[config.mk]
export PLATFORM = sky130hd
export DESIGN_NAME = dlart_xmit_fifo_flat
export DESIGN_NICKNAME = d
export VERILOG_FILES = /design/src/rtl/dlart_xmit_fifo_if.sv /design/src/rtl/dlart_xmit_fifo.sv /design/src/flat_wrapper.sv
export SDC_FILE = /design/constraint.sdc
export NUM_CORES = 1
export LEC_CHECK = 0
export CAP_MARGIN = 20
export CELL_PAD_IN_SITES_DETAIL_PLACEMENT = 0
export CELL_PAD_IN_SITES_GLOBAL_PLACEMENT = 1
export CORE_MARGIN = 10
export CORE_UTILIZATION = 50
export DETAILED_ROUTE_END_ITERATION = 10
export PLACE_DENSITY = 0.85
export SYNTH_ARGS = -nofsm -noshare
export SYNTH_HDL_FRONTEND = slang
export SYNTH_SLANG_ARGS = --single-unit
[constraint.sdc]
create_clock -name clk_x3 -period 3 [get_ports clk_x3]
set_clock_uncertainty 0.2 [all_clocks]
set_input_delay 0.6 -clock clk_x3 [delete_from_list [all_inputs] [get_ports clk_x3]]
set_output_delay 0.6 -clock clk_x3 [all_outputs]
set_load 0.02 [all_outputs]
[src/rtl/dlart_xmit_fifo_if.sv]
// Transmit-FIFO bus bundle: DCJ11 XBUF push side, Apple II A2XBUF drain side, and the status
// outputs. The master modport belongs to the system driving the FIFO; the FIFO takes the slave.
interface dlart_xmit_fifo_if #(
  parameter int unsigned DEPTH = 16,
  parameter int unsigned WIDTH = 8
) ();

  localparam int unsigned LW = $clog2(DEPTH) + 1;

  logic             flush;
  logic             wr_stb;
  logic [WIDTH-1:0] wr_data;
  logic             rd_req;
  logic [WIDTH-1:0] rd_data;
  logic             rd_avail;
  logic             xdone;
  logic [LW-1:0]    level;
  logic             ovf;

  modport master (
    output flush,
    output wr_stb,
    output wr_data,
    output rd_req,
    input  rd_data,
    input  rd_avail,
    input  xdone,
    input  level,
    input  ovf
  );

  modport slave (
    input  flush,
    input  wr_stb,
    input  wr_data,
    input  rd_req,
    output rd_data,
    output rd_avail,
    output xdone,
    output level,
    output ovf
  );

endinterface

[src/rtl/dlart_xmit_fifo.sv]
// DLART console transmit FIFO, edge-triggered push (XBUF write) and pop (A2XBUF read).
// Define DLART_XMIT_FIFO_SYNC_EN to pass rd_req through a 2-flop synchronizer first.
module dlart_xmit_fifo #(
  parameter int unsigned DEPTH = 16,
  parameter int unsigned WIDTH = 8
) (
  input logic               clk_x3,
  input logic               rstb,
  dlart_xmit_fifo_if.slave  io_xmit
);

  localparam int unsigned PW = $clog2(DEPTH);
  localparam int unsigned LW = PW + 1;
  localparam logic [LW-1:0] FullLvl = LW'(DEPTH);

  logic [WIDTH-1:0] r_mem [DEPTH];
  logic [PW-1:0]    r_wr_ptr;
  logic [PW-1:0]    r_rd_ptr;
  logic [LW-1:0]    r_level;
  logic             r_ovf;
  logic             r_avail;
  logic             r_xdone;
  logic             r_wr_hist;
  logic             r_rd_hist;

  logic [PW-1:0]    w_wr_ptr_d;
  logic [PW-1:0]    w_rd_ptr_d;
  logic [LW-1:0]    w_level_d;
  logic             w_ovf_d;
  logic             w_avail_d;
  logic             w_xdone_d;
  logic             w_mem_we;
  logic             w_rd_in;
  logic             w_push;
  logic             w_pop;
  logic             w_full;
  logic             w_empty;
  logic             w_do_push;
  logic             w_do_pop;

`ifdef DLART_XMIT_FIFO_SYNC_EN
  // Reset high so a request already asserted at reset release is not seen as a rise.
  logic [1:0] r_rd_sync;

  always_ff @(posedge clk_x3) begin
    if (rstb) begin
      r_rd_sync <= 2'b11;
    end else begin
      r_rd_sync <= {r_rd_sync[0], io_xmit.rd_req};
    end
  end

  assign w_rd_in = r_rd_sync[1];
`else
  assign w_rd_in = io_xmit.rd_req;
`endif

  always_comb begin
    w_push     = io_xmit.wr_stb & ~r_wr_hist;
    w_pop      = w_rd_in & ~r_rd_hist;
    w_full     = (r_level == FullLvl);
    w_empty    = (r_level == '0);
    w_do_push  = w_push & ~w_full;
    w_do_pop   = w_pop & ~w_empty;

    w_wr_ptr_d = r_wr_ptr;
    w_rd_ptr_d = r_rd_ptr;
    w_level_d  = r_level;
    w_ovf_d    = r_ovf;
    w_avail_d  = r_avail;
    w_xdone_d  = r_xdone;
    w_mem_we   = 1'b0;

    if (io_xmit.flush) begin
      w_wr_ptr_d = '0;
      w_rd_ptr_d = '0;
      w_level_d  = '0;
      w_ovf_d    = 1'b0;
      w_avail_d  = 1'b0;
      w_xdone_d  = 1'b1;
    end else begin
      w_mem_we = w_do_push;
      if (w_do_push) begin
        w_wr_ptr_d = r_wr_ptr + PW'(1);
      end
      if (w_do_pop) begin
        w_rd_ptr_d = r_rd_ptr + PW'(1);
      end
      // At full, a simultaneous pop still completes but the push is dropped.
      w_level_d = r_level + LW'(w_do_push) - LW'(w_do_pop);
      w_ovf_d   = r_ovf | (w_push & w_full);
      w_avail_d = (w_level_d != '0);
      w_xdone_d = (w_level_d != FullLvl);
    end
  end

  always_ff @(posedge clk_x3) begin
    if (rstb) begin
      r_wr_ptr  <= '0;
      r_rd_ptr  <= '0;
      r_level   <= '0;
      r_ovf     <= 1'b0;
      r_avail   <= 1'b0;
      r_xdone   <= 1'b1;
      r_wr_hist <= 1'b1;
      r_rd_hist <= 1'b1;
    end else begin
      r_wr_ptr  <= w_wr_ptr_d;
      r_rd_ptr  <= w_rd_ptr_d;
      r_level   <= w_level_d;
      r_ovf     <= w_ovf_d;
      r_avail   <= w_avail_d;
      r_xdone   <= w_xdone_d;
      // History tracks inputs through flush too, so a held strobe cannot push afterwards.
      r_wr_hist <= io_xmit.wr_stb;
      r_rd_hist <= w_rd_in;
    end
  end

  always_ff @(posedge clk_x3) begin
    if (rstb) begin
      for (int unsigned i = 0; i < DEPTH; i++) begin
        r_mem[i] <= '0;
      end
    end else if (w_mem_we) begin
      r_mem[r_wr_ptr] <= io_xmit.wr_data;
    end
  end

  assign io_xmit.rd_data  = r_mem[r_rd_ptr];
  assign io_xmit.rd_avail = r_avail;
  assign io_xmit.xdone    = r_xdone;
  assign io_xmit.level    = r_level;
  assign io_xmit.ovf      = r_ovf;

endmodule
[src/flat_wrapper.sv]
// flat-port wrapper written by rule: the top's interface ports become plain ports
module dlart_xmit_fifo_flat 
#(
  parameter int unsigned DEPTH = 16,
  parameter int unsigned WIDTH = 8
)
  (clk_x3, rstb, io_xmit_flush, io_xmit_wr_stb, io_xmit_wr_data, io_xmit_rd_req, io_xmit_rd_data, io_xmit_rd_avail, io_xmit_xdone, io_xmit_level, io_xmit_ovf);
  dlart_xmit_fifo_if #(.DEPTH(DEPTH), .WIDTH(WIDTH)) io_xmit_i ();
  input logic clk_x3;
  input logic rstb;
  input wire logic [$bits(io_xmit_i.flush)-1:0] io_xmit_flush;
  input wire logic [$bits(io_xmit_i.wr_stb)-1:0] io_xmit_wr_stb;
  input wire logic [$bits(io_xmit_i.wr_data)-1:0] io_xmit_wr_data;
  input wire logic [$bits(io_xmit_i.rd_req)-1:0] io_xmit_rd_req;
  output wire logic [$bits(io_xmit_i.rd_data)-1:0] io_xmit_rd_data;
  output wire logic [$bits(io_xmit_i.rd_avail)-1:0] io_xmit_rd_avail;
  output wire logic [$bits(io_xmit_i.xdone)-1:0] io_xmit_xdone;
  output wire logic [$bits(io_xmit_i.level)-1:0] io_xmit_level;
  output wire logic [$bits(io_xmit_i.ovf)-1:0] io_xmit_ovf;
  assign io_xmit_i.flush = io_xmit_flush;
  assign io_xmit_i.wr_stb = io_xmit_wr_stb;
  assign io_xmit_i.wr_data = io_xmit_wr_data;
  assign io_xmit_i.rd_req = io_xmit_rd_req;
  assign io_xmit_rd_data = io_xmit_i.rd_data;
  assign io_xmit_rd_avail = io_xmit_i.rd_avail;
  assign io_xmit_xdone = io_xmit_i.xdone;
  assign io_xmit_level = io_xmit_i.level;
  assign io_xmit_ovf = io_xmit_i.ovf;
  dlart_xmit_fifo #(.DEPTH(DEPTH), .WIDTH(WIDTH)) u_core (.clk_x3(clk_x3), .rstb(rstb), .io_xmit(io_xmit_i));
endmodule
=== Yosys cells after proc, flatten, opt, wreduce, memory -nomap -nowiden ===
Memories as Yosys holds them, arrays and structs flattened. A register that Yosys moved wholly into a read port is not among the register bits.
Index checks and enable logic that the tools add are counted.

* Register bits: 18
* Bits in latches: 0
* Memories kept: 1
* Memory bits (read-only): 0
* Memory bits (writable): 128
* Output and inout port bits: 16
* Bits of input ports: 13

{| class="wikitable"
|+ Memories
! name !! words !! width !! rd ports !! clocked after memory_dff !! wr ports !! RTL line !! RTL
|-
| u_core.r_mem || 16 || 8 || 1 || 1 || 16 || dlart_xmit_fifo.sv:16 || <nowiki>logic [WIDTH-1:0] r_mem [DEPTH];</nowiki>
|}

* Eq/ne operators: 2
* Shift-type cells: 0
* Reductions and logical operators: 4
* Divide/modulo/power cells: 0
* Bitwise gates (word level): 10
* $mul: 0
* Multiplexer cells: 11
* Add/sub/neg operators: 4
* Magnitude comparators: 0

{| class="wikitable"
|+ Operators by type and width
! kind !! number
|-
| two-way mux 4 bit || 3
|-
| adder 4 x 1 -> 4 bit (second input constant) || 2
|-
| two-way mux 8 bit || 1
|-
| OR reduction 8 bit || 1
|-
| two-way mux 1 bit || 7
|-
| adder 5 x 1 -> 5 bit || 1
|-
| bitwise AND 1 bit || 5
|-
| equality test 5 bit (second input constant) || 1
|-
| zero test 5 bit || 1
|-
| inequality test 5 bit (second input constant) || 1
|-
| nonzero test 5 bit || 1
|-
| subtractor 5 x 1 -> 5 bit || 1
|-
| NOT 1 bit || 4
|-
| OR reduction 2 bit || 1
|-
| OR 1 bit || 1
|}

=== Logic depth before layout (Yosys ltp) ===
* Word-level depth: 9
* Depth in mapped cells: 12
* Mapped depth without buffers: 12

=== Least setup slack after synthesis ===
Ideal clock, no wire load.

* Path kind: reg2reg
* From: register u_core.r_level[3], in the netlist u_core.io_xmit.level[3]
* To: register u_core.r_xdone, in the netlist u_core.io_xmit.xdone
* Arrival time: 2.559 ns
* Cell stages (with the launch flop): 12
* Required time: 2.666 ns
* Path slack: 0.107 ns
* Path through: dfxtp_1 inv_1 ha_1 nor4b_1 nor3b_2 ha_1 inv_1 ha_1 fa_1 xnor2_1 nor3b_1 nand4b_1

* Elaborated cells between the ends (all ways): 9
* Classes of those cells: add/sub (2); eq/ne (2); bitwise (4); reduce/logical (1)

{| class="wikitable"
|+ RTL lines
! element !! RTL line !! RTL
|-
| start: declaration || dlart_xmit_fifo.sv:19 || <nowiki>logic [LW-1:0] r_level;</nowiki>
|-
| start signal: assignment || dlart_xmit_fifo.sv:110 || <nowiki>r_level <= w_level_d;</nowiki>
|-
| zero test 5 bit || dlart_xmit_fifo.sv:62 || <nowiki>w_empty = (r_level == '0);</nowiki>
|-
| NOT 1 bit || dlart_xmit_fifo.sv:64 || <nowiki>w_do_pop = w_pop & ~w_empty;</nowiki>
|-
| bitwise AND 1 bit || dlart_xmit_fifo.sv:64 ||
|-
| named net u_core.w_do_pop || dlart_xmit_fifo.sv:39 || <nowiki>logic w_do_pop;</nowiki>
|-
| subtractor 5 x 1 -> 5 bit || dlart_xmit_fifo.sv:90 || <nowiki>w_level_d = r_level + LW'(w_do_push) - LW'(w_do_pop);</nowiki>
|-
| inequality test 5 bit || dlart_xmit_fifo.sv:93 || <nowiki>w_xdone_d = (w_level_d != FullLvl);</nowiki>
|-
| end signal: assignment || dlart_xmit_fifo.sv:113 || <nowiki>r_xdone <= w_xdone_d;</nowiki>
|-
| end: declaration || dlart_xmit_fifo.sv:22 || <nowiki>logic r_xdone;</nowiki>
|}

The timed path passes the listed nets, and every way through them passes these cells.
A chain may end at the register's enable or synchronous reset.

==> flow_metrics.tcl <==
set metrics [dict create \
    clkTransAtPathRegs_ns 0.06 \
    drt_wl_total_um 15700 \
    core.rowCount 42 \
    start_kind "register" \
    die_h_um 136 \
    hold_viol 0 \
    io_buffers 28 \
    antenna_found_initial 0 \
    antenna_cells 0 \
    syn-cell-area_um2 6770 \
    yosysWarnings 0 \
    place.gp.congestion 0.781 \
    fillers 1050 \
    rsz0062_at_grt "no" \
    drive_above_1_share_pct 24.9 \
    ir_drop_uv 283 \
    ctsHtreeMaxLevel 4 \
    status "completed" \
    setup_viol 0 \
    hold_slack_ns 0.281 \
    dieArea_um2 18600 \
    post_dp_cell_area_um2 7310 \
    dr.pass1.iters 5 \
    grt_use_met1_pct 21.5 \
    grt.busiest_layer "met2" \
    required_ns 2.20 \
    syn_inst 497 \
    fin_tns_setup_ns 0 \
    fin_util_pct 60.9 \
    slowest_delay_ns 0.52 \
    period_share_pct 98.7 \
    cts_sinks 150 \
    nets 567 \
    crit_chain "buf_12 -> mux4_2 -> a22oi_2 -> nand2_1 -> clkdlybuf4s15_2" \
    ys_ff_latch 150 \
    vias 4205 \
    syn-num-nets 522 \
    worstMarginPinSlew_ns 0.669 \
    drt-vias-per-instance 5.75 \
    worst-path-buf-inv 2 \
    placed_cells 691 \
    grt_pass1_wl_um 24100 \
    ant_nets 0 \
    syn_to_final_growth_pct 19.1 \
    crit_path_top_delay_cell "mux4_2" \
    initial_utilization_pct 51.2 \
    yosys-top-cells-area "edfxtp_1 57%, mux4_2 11%, dfxtp_1 6.5%, nor2_1 6.3%, and2_1 3.3%" \
    worstPathMaxFanout 5 \
    grt_usage_pct 17.6 \
    cp.arrival_ns 2.16 \
    yosys.area.top_type "edfxtp_1" \
    clkLatencyLatePin_ns 0.42 \
    finalCriticalPeriod_ns 2.96 \
    clockRootBuffer "clkbuf_16" \
    globalRoute.totalOverflow 0 \
    core_area_um2 13200 \
    hold_class "register to register" \
    end_kind "output pin" \
    synth.avg_cell_area_um2 13.6 \
    fmax_ghz 0.338 \
    drtIter0Drc 481 \
    crit_type "register to output pin" \
    fin_area_um2 8070 \
    numCtsBuffers 17 \
    gr-usage-met3_pct 4.83 \
    dieWidth_um 136 \
    seq_area_frac_synth_pct 63.2 \
    grt_max_degree 33 \
    drv_slew 0 \
    slew_headroom_pct 55.3 \
    pin_count 29 \
    final_cells 731 \
    p_leak_nw 2.82 \
    grt_pass1_vias 4310 \
    cts_buffer_depth 2 \
    hpwlAfterDp_um 9790 \
    cts_tree "yes" \
    synth_top_area_share_pct 56.7 \
    wl_per_cell_um 21.5 \
    route.detailed.drc 0 \
    p_per_area_nw_per_um2 587 \
    crit_family "multiplexers" \
    synth_cell_types 36 \
    drv_cap 0 \
    gr-usage-met2_pct 29.2 \
]
==> logic make-up after synthesis <==
group	Yosys count	synth area share, %
flops	150	63.2
fa+ha+maj	12	2.33
buf+inv	36	2.23
xor+xnor	9	1.16
compound gates	43	4.80
mux	33	10.8
simple gates	214	15.4
==> per-stage QoR <==
step | worst slack (ns) | total power [mW]
floorplan | 0.107 | 2.50
global placement | -0.0337 | 2.60
detailed placement | -0.168 | 2.61
CTS | -0.00165 | 4.75
global route | 0.000381 | 4.84
finish | 0.0405 | 4.73
==> what timing repair did <==
action	in CTS	in global routing
cloned	1	1
buffers inserted	0	6
gates resized for setup	29	16
hold buffers	0	0
setup endpoints to repair	10	9
==> worst reg2reg max path: stages (launching register included) <==
cell and delay (ns):
dfxtp_1 0.32, inv_1 0.07, ha_1 0.20, nor4b_4 0.26
nor3b_2 0.09, ha_1 0.28, inv_1 0.04, ha_1 0.21
fa_2 0.37, a21oi_2 0.13, o21bai_1 0.09, xnor2_1 0.16
nand4b_1 0.21
==> report_power, final <==
group          switching [mW]  total, mW  leakage, nW  internal [mW]
logic                   0.137      0.226         1.03         0.0889
registers              0.0225       2.34         1.50           2.32
clock network           0.854       2.17        0.290           1.31
total                    1.01       4.73         2.82           3.72
==> state kept, by name (all words and copies together) (netlist names), named ones only <==
signal,cells
u_core.io_xmit.rd_avail,1
u_core.io_xmit.ovf,1
u_core.r_rd_hist,1
u_core.r_wr_ptr,4
u_core.io_xmit.level,5
u_core.r_mem,128
u_core.r_rd_ptr,4
u_core.r_wr_hist,1
u_core.io_xmit.xdone,1
==> cell usage in the layout (no fill, tap or decap), types with 4 or more instances in the layout <==
master and n:
dfxtp_1 21, nor2_1 113, a22oi_2 8, a31o_2 14
a21o_1 5, nand2_1 34, clkinv_4 4, and3_4 4
clkdlybuf4s50_1 20, and2_1 36, nor2b_1 7, xnor2_1 9
clkbuf_16 18, ha_1 11, buf_4 20, edfxtp_1 128
mux4_2 32, a22oi_1 8, inv_1 9
==> cell type report <==
type	instances	area, um^2	share of cell area [%]
inverter	9	33.8	0.419
clock buffer	17	425	5.27
multi-input combinational	311	2400	29.8
clock inverter	15	180	2.23
timing repair buffer	53	515	6.39
sequential	150	4290	53.1
tap	176	220	2.73
==> path summary, 6_finish.rpt <==
| path | start | to | slack [ns] | cells after the start |
|---|---|---|---|---|
| hold reg to reg | u_core.io_xmit.ovf$_SDFF_PP0_ | u_core.io_xmit.ovf$_SDFF_PP0_ | 0.28 | 2 |
| hold / removal | u_core.io_xmit.ovf$_SDFF_PP0_ | u_core.io_xmit.ovf$_SDFF_PP0_ | 0.28 | 2 |
| setup reg to reg | u_core.io_xmit.level[2]$_SDFF_PP0_ | u_core.io_xmit.xdone$_SDFF_PP1_ | 0.22 | 12 |
| setup / recovery | register | io_xmit_rd_data[7] | 0.04 | 5 |
==> Yosys cell counts <==
cell and n:
edfxtp_1 128, nor2_1 113, and2_1 36, nand2_1 34, mux4_2 32, dfxtp_1 22, a22oi_1 16, a31o_2 14
clkbuf_1 14, ha_1 11, inv_1 9, xnor2_1 9, buf_2 7, nor2b_1 7, a21o_1 5, a21oi_1 4
and3_4 4, buf_1 4, nand3_1 3, nand3_2 3, or2_2 3, a31oi_1 2, buf_4 2, nor3b_1 2
nor4b_1 2, and4bb_4 1, fa_1 1, mux2i_1 1, nand2b_1 1, nand4b_1 1, nor2_4 1, nor3_1 1
nor3b_2 1, nor4b_4 1, o21ai_0 1, o21bai_1 1
==> routing by layer <==
metal	routed length, um	part of all wire, %
met3	1160	7.4
met4	340	2.2
met1	6260	40
met2	7990	51
met5	0	0
Note: power is estimated with default switching activity, not from simulation.
